### config.mk
export PLATFORM = sky130hd
export DESIGN_NAME = bin2bcd_seq
export DESIGN_NICKNAME = d
export VERILOG_FILES = /design/src/rtl/bin2bcd_seq.sv
export SDC_FILE = /design/constraint.sdc
export NUM_CORES = 1
export LEC_CHECK = 0
export ABC_AREA = 1
export CAP_MARGIN = 25
export CELL_PAD_IN_SITES_DETAIL_PLACEMENT = 0
export CELL_PAD_IN_SITES_GLOBAL_PLACEMENT = 1
export CORE_ASPECT_RATIO = 1.1
export CORE_MARGIN = 5
export CORE_UTILIZATION = 39
export CTS_BUF_LIST = sky130_fd_sc_hd__clkbuf_8
export CTS_CLUSTER_DIAMETER = 200
export DETAILED_ROUTE_END_ITERATION = 16
export GPL_TIMING_DRIVEN = 0
export PLACE_DENSITY_LB_ADDON = 0.1
export REMOVE_ABC_BUFFERS = 1
export SLEW_MARGIN = 20
export SYNTH_ARGS = -nofsm -noshare
export SYNTH_HDL_FRONTEND = slang
export SYNTH_SLANG_ARGS = --single-unit
export TNS_END_PERCENT = 20
### constraint.sdc
create_clock -name clk -period 1.6 [get_ports clk]
set_input_delay 0.32 -clock clk [delete_from_list [all_inputs] [get_ports clk]]
set_output_delay 0.32 -clock clk [all_outputs]
set_load 0.05 [all_outputs]
### src/rtl/bin2bcd_seq.sv
// Sequential binary-to-BCD converter (shift-and-add-3, one bit per clock) with optional
// leading-zero blanking; the digit register only updates when a conversion completes.
module bin2bcd_seq #(
  parameter int unsigned W   = 8,
  parameter int unsigned ND  = 3,
  parameter int unsigned LZB = 1
) (
  input  logic            clk,
  input  logic            rst_n,
  input  logic            in_valid,
  output logic            in_ready,
  input  logic [W-1:0]    bin,
  output logic            busy,
  output logic            out_valid,
  output logic [4*ND-1:0] bcd,
  output logic            ovf
);

  localparam int unsigned WbW  = 4 * (ND + 1);
  localparam int unsigned CntW = (W > 1) ? $clog2(W) : 1;
  localparam logic [CntW-1:0] CntLast = CntW'(W - 1);
  localparam logic [4*ND-1:0] AllOnes = '1;
  // Blanked display of zero: {F..F,0}; raw zeros when blanking is off.
  localparam logic [4*ND-1:0] BcdRst  = (LZB != 0) ? (AllOnes << 4) : '0;

  typedef enum logic [1:0] {StIdle, StShift, StDone} state_e;

  state_e          state_q;
  logic [W-1:0]    sr_q;
  logic [WbW-1:0]  wb_q;
  logic [CntW-1:0] cnt_q;
  logic            lost_q;
  logic [4*ND-1:0] bcd_q;
  logic            ovf_q;
  logic            out_valid_q;

  logic [WbW-1:0]  wb_adj;
  logic [WbW-1:0]  wb_shift;
  logic [W-1:0]    sr_shift;
  logic            lost_d;
  logic            ovf_d;
  logic [4*ND-1:0] bcd_d;
  logic            seen;

  always_comb begin
    wb_adj = wb_q;
    for (int i = 0; i < int'(ND) + 1; i++) begin
      if (wb_q[4*i +: 4] >= 4'd5) begin
        wb_adj[4*i +: 4] = wb_q[4*i +: 4] + 4'd3;
      end
    end
    wb_shift = {wb_adj[WbW-2:0], sr_q[W-1]};
    sr_shift = sr_q << 1;
    // A set bit falling off the top of wb means the value outgrew even the guard digit.
    lost_d   = lost_q | wb_adj[WbW-1];
    ovf_d    = lost_d | (wb_shift[WbW-1 -: 4] != 4'd0);

    seen  = 1'b0;
    bcd_d = wb_shift[4*ND-1:0];
    for (int i = int'(ND) - 1; i >= 1; i--) begin
      if (wb_shift[4*i +: 4] != 4'd0) begin
        seen = 1'b1;
      end
      if ((LZB != 0) && !ovf_d && !seen) begin
        bcd_d[4*i +: 4] = 4'hF;
      end
    end
  end

  always_ff @(posedge clk or negedge rst_n) begin
    if (!rst_n) begin
      state_q     <= StIdle;
      sr_q        <= '0;
      wb_q        <= '0;
      cnt_q       <= '0;
      lost_q      <= 1'b0;
      bcd_q       <= BcdRst;
      ovf_q       <= 1'b0;
      out_valid_q <= 1'b0;
    end else begin
      out_valid_q <= 1'b0;
      unique case (state_q)
        StIdle: begin
          if (in_valid) begin
            sr_q    <= bin;
            wb_q    <= '0;
            cnt_q   <= '0;
            lost_q  <= 1'b0;
            state_q <= StShift;
          end
        end
        StShift: begin
          sr_q   <= sr_shift;
          wb_q   <= wb_shift;
          lost_q <= lost_d;
          cnt_q  <= cnt_q + 1'b1;
          if (cnt_q == CntLast) begin
            bcd_q       <= bcd_d;
            ovf_q       <= ovf_d;
            out_valid_q <= 1'b1;
            state_q     <= StDone;
          end
        end
        StDone: begin
          state_q <= StIdle;
        end
        default: begin
          state_q <= StIdle;
        end
      endcase
    end
  end

  assign in_ready  = (state_q == StIdle);
  assign busy      = (state_q != StIdle);
  assign out_valid = out_valid_q;
  assign bcd       = bcd_q;
  assign ovf       = ovf_q;

endmodule
# Yosys cells after proc, flatten, opt, wreduce, memory -nomap -nowiden

Index checks and enable logic that the tools add are counted.

Add/sub/neg operators: 5
Order comparisons: 4
Equality and inequality tests: 4
Mux-type cells: 21
Bitwise operators: 2
Reduce and logical (&&, ||, !) cells: 14

Operators by type and width:

| kind                  | count |
|---|---|
| $pmux W16 S2          | 1 |
| $mux W4               | 6 |
| $add A4 B2 Y4 const B | 4 |
| $ge A4 B3 Y1 const B  | 4 |
| $mux W16              | 1 |
| $pmux W8 S2           | 1 |
| $reduce_bool A4 Y1    | 3 |
| $mux W8               | 1 |
| $pmux W3 S2           | 1 |
| $reduce_and A2 Y1     | 3 |
| $mux W1               | 5 |
| $mux W2               | 2 |
| $ne A2 B2 Y1 const B  | 2 |
| $pmux W2 S2           | 1 |
| $reduce_bool A2 Y1    | 2 |
| $add A3 B1 Y3 const B | 1 |
| $eq A3 B3 Y1 const B  | 1 |
| $logic_not A1 Y1      | 3 |
| $mux W3               | 1 |
| $eq A2 B1 Y1 const B  | 1 |
| $logic_and A1 B1 Y1   | 2 |
| $logic_not A2 Y1      | 1 |
| $or A1 B1 Y1          | 2 |
| $pmux W1 S2           | 1 |

Register bits: 44
Input bits: 11
Output and inout bits: 16
Logic and storage cells: 58

# Longest topological paths before layout

Gate-level depths: netlist (run 1).

Depth after elaboration: 8
Gate-level depth with buffers: 14
Depth with buffers taken out: 14

# Worst setup path after synthesis (run 1)

OpenSTA, ideal clock, no wires.

Path type: register -> output
Start: register state_q[0]
End: output busy
Arrival: 1.578 ns
Data required time: 1.280 ns
Path slack: -0.298 ns
Stages on the path, launching flop included: 3
Buffers on the path: 0
Path through: dfrtp_1 > nor2_1 > inv_1

Longest elaborated chain between the ends: 1

RTL lines:

| element                | RTL line | source |
|---|---|---|
| from (decl)            | 28       | `state_e state_q;` |
| from (signal assigned) | 72       | `state_q <= StIdle;` |
| from (signal assigned) | 89       | `state_q <= StShift;` |
| from (signal assigned) | 101      | `state_q <= StDone;` |
| $reduce_bool A2 Y1     | 115      | `assign busy = (state_q != StIdle);` |
| to (decl)              | 13       | `output logic busy,` |

Every way passes these cells.

# Final worst setup path (run 1)

Start: register wb_q[5]
End: register bcd_q[4], in the netlist bcd[4]

Longest elaborated chain between the ends: 8
Elaborated cells between the ends (all ways): 10
Classes of those cells: add/sub: 1; order compare: 1; mux: 4; reduce/logical: 4

RTL lines:

| element                                       | RTL line | source |
|---|---|---|
| from (decl)                                   | 30       | `logic [WbW-1:0] wb_q;` |
| from (signal assigned)                        | 94       | `wb_q <= wb_shift;` |
| $add A4 B2 Y4 or $ge A4 B3 Y1 (tied branches) | 49, 48   |  |
| $mux W4 *                                     | 48       | `if (wb_q[4*i +: 4] >= 4'd5) begin` |
| $reduce_bool A4 Y1                            | 61       | `if (wb_shift[4*i +: 4] != 4'd0) begin` |
| $mux W1                                       | 61       |  |
| $mux W1 *                                     | 61       |  |
| $logic_not A1 Y1 *                            | 64       | `if ((LZB != 0) && !ovf_d && !seen) begin` |
| $logic_and A1 B1 Y1 *                         | 64       |  |
| $mux W4 *                                     | 64       |  |
| to (signal assigned)                          | 77       | `bcd_q <= BcdRst;` |
| to (decl)                                     | 33       | `logic [4*ND-1:0] bcd_q;` |

Mark *: on every way between the ends. The rest lies on a longest branch, timed or not.
A chain may end at the register's enable or synchronous reset.

==> impl_metrics.py, run 1 <==
metrics = {
    "outcome": {
        "status": "finished with violations",
        "violations": "negative setup slack",
    },
    "yosys": {
        "syn_area_sq_um": 2226,
        "syn_inst": 263,
        "yosys_register_bits": 44,
        "yosys_warnings": 0,
        "ys_seq_area_frac": 0.4992,
        "synth_area_per_cell_sq_um": 8.463,
        "post_synth_num_cell_types": 26,
    },
    "floorplanning": {
        "die_y_um": 89.24,
        "io_pins": 27,
        "core_area_sq_um": 5465,
        "row_count": 28,
        "die_x_um": 82.03,
        "start_util": 0.4073,
        "die_area_sq_um": 7320,
    },
    "timing": {
        "worst_pin_slew_ps": 560.8,
        "rsz0062_at_grt": "true",
        "hold_ws_ps": 5.610,
        "setup_viol": 8,
        "slew_headroom": 0.6262,
        "period_needed_ps": 1691,
        "timing.final.crit_share": 1.057,
        "setup_ws_ps": -90.89,
        "fmax_ghz": 0.5914,
        "tns_ps": -422.1,
        "fin_skew_ps": 6.674,
        "finalHoldViolCount": 0,
        "drv_slew": 0,
    },
    "layout": {
        "final_cell_mix": "40 x nand2_1, 33 x dfrtp_1, 25 x o21ai_0",
        "stdcell_count": 389,
        "drive_gt1_frac": 0.3885,
        "final_common_cell": "nand2_1",
        "antenna_cells": 0,
        "finalNetCount": 334,
        "syn_to_final_growth_pct": 39.24,
    },
    "place": {
        "hpwl_um": 3462,
        "portBuffers": 26,
        "post-place-cells": 359,
        "place_congestion": 0.7740,
    },
    "grt": {
        "grt_pass1_vias": 1857,
        "grt_pass1_wl_um": 8887,
        "gr-total-overflow": 0,
        "antenna_found_initial": 0,
        "grtUsageTotal": 0.1580,
        "grt_start_max_net_pins": 26,
    },
    "route": {
        "drc": 0,
        "dr.pass1.iters": 4,
        "ant_nets": 0,
        "via_per_inst": 5.036,
        "num_vias": 1959,
        "wl_per_cell_um": 14.18,
        "wl_um": 5517,
        "drt_iter0_drc": 77,
    },
    "worst_setup_path": {
        "critPathLaunch": "wb_q[5]$_DFFE_PN0P_",
        "worstPathArrival_ps": 1930,
        "startpoint_type": "flop",
        "worst_path_largest_cell_delay_ps": 420,
        "worstSetupPathType": "flop to flop",
        "crit_path_end_kind": "flop",
        "crit_required_ps": 1830,
        "crit_chain": "inv_2 -> ha_4 -> inv_2 -> nand2_4 -> nand3_4 -> o21ai_4 -> nand2_2 -> nor2_4 -> nand3_4 -> a21oi_2",
        "cp_max_fo": 5,
        "slowest_stage": "dfrtp_1",
        "r2r_start": "wb_q[5]$_DFFE_PN0P_",
        "ff2ff_path_depth": 10,
    },
    "clock_network": {
        "ctsRootBufferMaster": "clkbuf_8",
        "cts_sinks": 44,
        "htree_levels": 2,
        "tritoncts": "done",
        "clkSlewWorstSetupHoldPaths_ps": 90,
        "clk_latency_ps": 290,
        "cts_made_buffers": 5,
        "cts_hold_buf": 0,
        "cts_buffer_depth": 2,
    },
    "flow_run": {
        "drv_cap": 0,
    },
    "hold_path": {
        "min_path_type": "primary input to async pin",
    },
}
==> critical path, delay by kind of cell (launching register included) <==
family | cells | cell delay [ps]
buffers and inverters | 2 | 160
adders and majority gates | 1 | 150
AOI/OAI and AO/OA | 2 | 360
DFF | 1 | 420
and+or+nand+nor | 5 | 540
==> metal layers <==
metal  GRT usage  part of all wire  up-vias
met4     0.04834             0.012        0
met5           0                 0        -
met2      0.2564              0.50       40
met3     0.03629             0.042        7
li1            -                 -      975
met1      0.2100              0.45      937
==> flip-flops by register name, summed over array words and instances (netlist names) <==
name / count
state_q: 2
lost_q: 1
wb_q: 16
ovf: 1
out_valid: 1
cnt_q: 3
bcd: 12
sr_q: 8
==> cells in the mapped netlist <==
cell	count	area share
o21ai_1	3	0.0067
nand3_4	1	0.0079
buf_2	4	0.0090
nand3_1	9	0.020
nand3_2	2	0.0090
o21ai_2	2	0.0079
nor2_2	2	0.0056
o21ai_0	30	0.067
a21oi_1	16	0.036
dfstp_2	8	0.094
clkbuf_2	1	0.0022
inv_1	32	0.054
nand4_1	2	0.0056
a32o_1	1	0.0045
dfrtp_1	36	0.40
a22o_1	2	0.0079
nor2_4	2	0.010
nor2_1	24	0.040
o221ai_1	1	0.0039
inv_2	1	0.0017
nand2_1	56	0.094
nand2_2	6	0.017
o22ai_1	10	0.028
a22oi_1	1	0.0034
ha_1	10	0.056
clkbuf_1	1	0.0017
==> final timing paths <==
kind	end	slack [ps]
max in group asynchronous	bcd[4]$_DFFE_PN1P_	1010
max reg2reg	bcd[4]$_DFFE_PN1P_	-90
min reg2reg	bcd[11]$_DFFE_PN1P_	480
max	bcd[4]$_DFFE_PN1P_	-90
min	wb_q[10]$_DFFE_PN0P_	6
min in group clk	bcd[11]$_DFFE_PN1P_	480
==> per-stage QoR <==
step           instance area, sq um  utilization  setup slack [ps]
6_report                       3099       0.5671            -90.89
5_1_grt                        3099       0.5671            -208.0
4_1_cts                        2711       0.4961            -157.1
3_5_place_dp                   2574       0.4709            -645.9
3_3_place_gp                   2551       0.4668             -1086
2_1_floorplan                  2197            -            -298.2
==> kinds of logic (layout without fill, tap and decap cells) <==
kind of cell	Yosys count	count (layout)	share of synthesized area
AND/OR/NAND/NOR	104	105	0.2102
AO/OA/AOI/OAI	66	66	0.1658
flip-flops	44	44	0.4992
buffers and inverters	39	89	0.06857
adder cells (fa/ha/maj)	10	10	0.05621
==> final cells by class <==
| class | instances | area (sq um) |
|---|---|---|
| fill | 522 | 2366 |
| tap | 75 | 93.84 |
| clock inverter | 2 | 10.01 |
| timing repair inverter | 1 | 7.507 |
| multi-input combinational | 181 | 1220 |
| clock buffer | 6 | 82.58 |
| timing repair buffer | 47 | 431.7 |
| inverter | 33 | 138.9 |
| sequential | 44 | 1115 |
==> repair_timing <==
item / 4_1_cts / 5_1_grt
cloned: 0 / 2
pin swaps: 2 / 23
setup endpoints to repair: 58 / 36
buffers inserted: 3 / 17
endpoints found under the hold margin: 0 / 0
gates resized for setup: 43 / 81
Power of run 1 is not shown: default switching activity piles up to over one toggle a cycle in this logic, so the estimate is an artifact.
==> inputs of run 2 (changes only) <==
- CORE_UTILIZATION: 39 -> 43
- clock period: 1.6 -> 1.9 ns (I/O delays scaled with it)
==> run 2 against run 1 <==
The run now ends clean; die area down 8.2%; design area fell by 13%; setup slack improved by 160 ps.
==> impl_metrics.py, run 2 (synthesis results as in run 1) <==
metrics = {
    "route": {
        "via_per_inst": 5.084,
        "wl_um": 4801,
        "wl_met1_um": 2186,
        "highest_layer": "met4",
        "num_vias": 1810,
        "drt_iter0_drc": 84,
        "ant_nets": 0,
        "met3_length_um": 246,
        "drc": 0,
        "dr_wl_met2_um": 2306,
        "dr.pass1.iters": 5,
        "wl_per_cell_um": 13.49,
    },
    "floorplanning": {
        "die_y_um": 85.46,
        "io_pins": 27,
        "start_util": 0.4422,
        "die_area_sq_um": 6717,
        "row_count": 27,
        "die_x_um": 78.60,
        "core_area_sq_um": 5034,
    },
    "timing": {
        "timing.final.crit_share": 0.9633,
        "drv_slew": 0,
        "worst_pin_slew_ps": 519.3,
        "finalHoldViolCount": 0,
        "setup_ws_ps": 69.79,
        "fin_skew_ps": 10.25,
        "period_needed_ps": 1830,
        "slew_headroom": 0.6526,
        "fmax_ghz": 0.5464,
        "rsz0062_at_grt": "false",
        "setup_viol": 0,
        "hold_ws_ps": 470.7,
    },
    "power": {
        "leakage_nw": 1.304,
        "p_per_area_nw_per_um2": 1962,
        "irDropWorstVdd_v": 0.0007919,
    },
    "clock_network": {
        "ctsRootBufferMaster": "clkbuf_8",
        "htree_levels": 2,
        "clk_latency_ps": 300,
        "tritoncts": "done",
        "cts_buffer_depth": 2,
        "cts_made_buffers": 5,
        "cts_sinks": 44,
        "clkSlewWorstSetupHoldPaths_ps": 80,
    },
    "hold_path": {
        "min-delay-start": "bcd[11]$_DFFE_PN1P_",
        "min_path_type": "flop to flop",
    },
    "layout": {
        "regMostFlops": "wb_q",
        "largest_reg_flops": 16,
        "antenna_cells": 0,
        "final_common_cell": "nand2_1",
        "fill_cells": 480,
        "fin_util": 0.5354,
        "fin_area_sq_um": 2695,
        "finalNetCount": 318,
        "stdcell_count": 356,
        "final_cell_mix": "55 x nand2_1, 36 x dfrtp_1, 34 x inv_1",
        "syn_to_final_growth_pct": 21.08,
        "drive_gt1_frac": 0.1409,
    },
    "grt": {
        "grt_pass1_wl_um": 8190,
        "gr-total-overflow": 0,
        "grtUsageTotal": 0.1548,
        "grt_start_max_net_pins": 32,
        "antenna_found_initial": 0,
        "grt_pass1_vias": 1727,
    },
    "place": {
        "post-place-cells": 342,
        "place_ws_ps": -389.9,
        "portBuffers": 26,
        "dpl_cell_area_sq_um": 2545,
        "place_congestion": 0.8096,
        "hpwl_um": 3380,
    },
    "worst_setup_path": {
        "critical-path-top-delay-family": "buffers and inverters",
        "startpoint_type": "flop",
        "r2r_start": "wb_q[8]$_DFFE_PN0P_",
        "crit_required_ps": 1520,
        "crit_path_end_kind": "output port",
        "path_buf_inv": 1,
        "slowest_stage": "clkdlybuf4s50_1",
        "worstSetupPathType": "flop to output port",
        "crit_chain": "clkdlybuf4s50_1",
        "critPathLaunch": "bcd[1]$_DFFE_PN0P_",
        "worstPathArrival_ps": 1450,
        "cp_max_fo": 2,
        "worst_path_largest_cell_delay_ps": 810,
    },
    "outcome": {
        "status": "finished, final reports clean",
    },
    "flow_run": {
        "drv_cap": 0,
    },
}
-- run 2: changes by cell type in the layout (fill, tap and decap cells not counted), sizes merged --
cell / change
clkdlybuf4s15: -8
inv: +4
dlygate4sd3: +1
clkdlybuf4s50: +4
clkinv: -2
clkinvlp: -2
dlygate4sd2: +3
dlymetal6s2s: +2
buf: -17
nand2: -1
-- run 2: where the power goes --
part           switching, mW  internal (mW)  leakage (nW)  total, mW
Combinational           2.03          0.987         0.727       3.01
Sequential             0.273           1.45         0.525       1.72
Clock                  0.305          0.246        0.0519      0.551
-- run 2: layout make-up --
type                    count  area [sq um]  area share
clock inverters             3         11.26    0.004178
flip-flops and latches     44          1111      0.4123
multi-input cells         180         992.2      0.3682
inverters                  33         127.6     0.04735
repair buffers             33         311.5      0.1156
well taps                  58         72.57     0.02693
clock buffers               5         68.82     0.02553
-- run 2: what timing repair did --
action,4_1_cts,5_1_grt
endpoints found under the hold margin,6,0
endpoints found under the setup margin,42,25
hold buffers,1,0
pin swaps,0,2
gates resized for setup,11,11
buffers inserted,0,5
-- run 2: path summary, 6_finish.rpt --
kind                            depth (start not counted)  slack [ps]                   to
worst max register to register                          8         170   bcd[7]$_DFFE_PN1P_
max in group asynchronous                               3         850  bcd[11]$_DFFE_PN1P_
worst max-delay path                                    1          70               bcd[1]
worst min-delay path                                    2         470  bcd[11]$_DFFE_PN1P_
worst min register to register                          2         470  bcd[11]$_DFFE_PN1P_
min in group asynchronous                               2         520  wb_q[2]$_DFFE_PN0P_
-- run 2: metal layers --
| layer | vias up | track usage |
|---|---|---|
| met3 | 5 | 0.03928 |
| met1 | 831 | 0.1988 |
| met4 | 0 | 0.04769 |
| met2 | 41 | 0.2556 |
| met5 | - | 0 |
| li1 | 933 | - |
-- run 2: metrics by stage --
step                      TNS, ps  power [mW]
after floorplan            -58.21       3.945
after global placement     -35890       4.724
after detailed placement    -3567       4.766
after CTS                  -36.42       5.269
after global routing            0       5.801
final                           0       5.288
(Power assumes the default switching activity.)
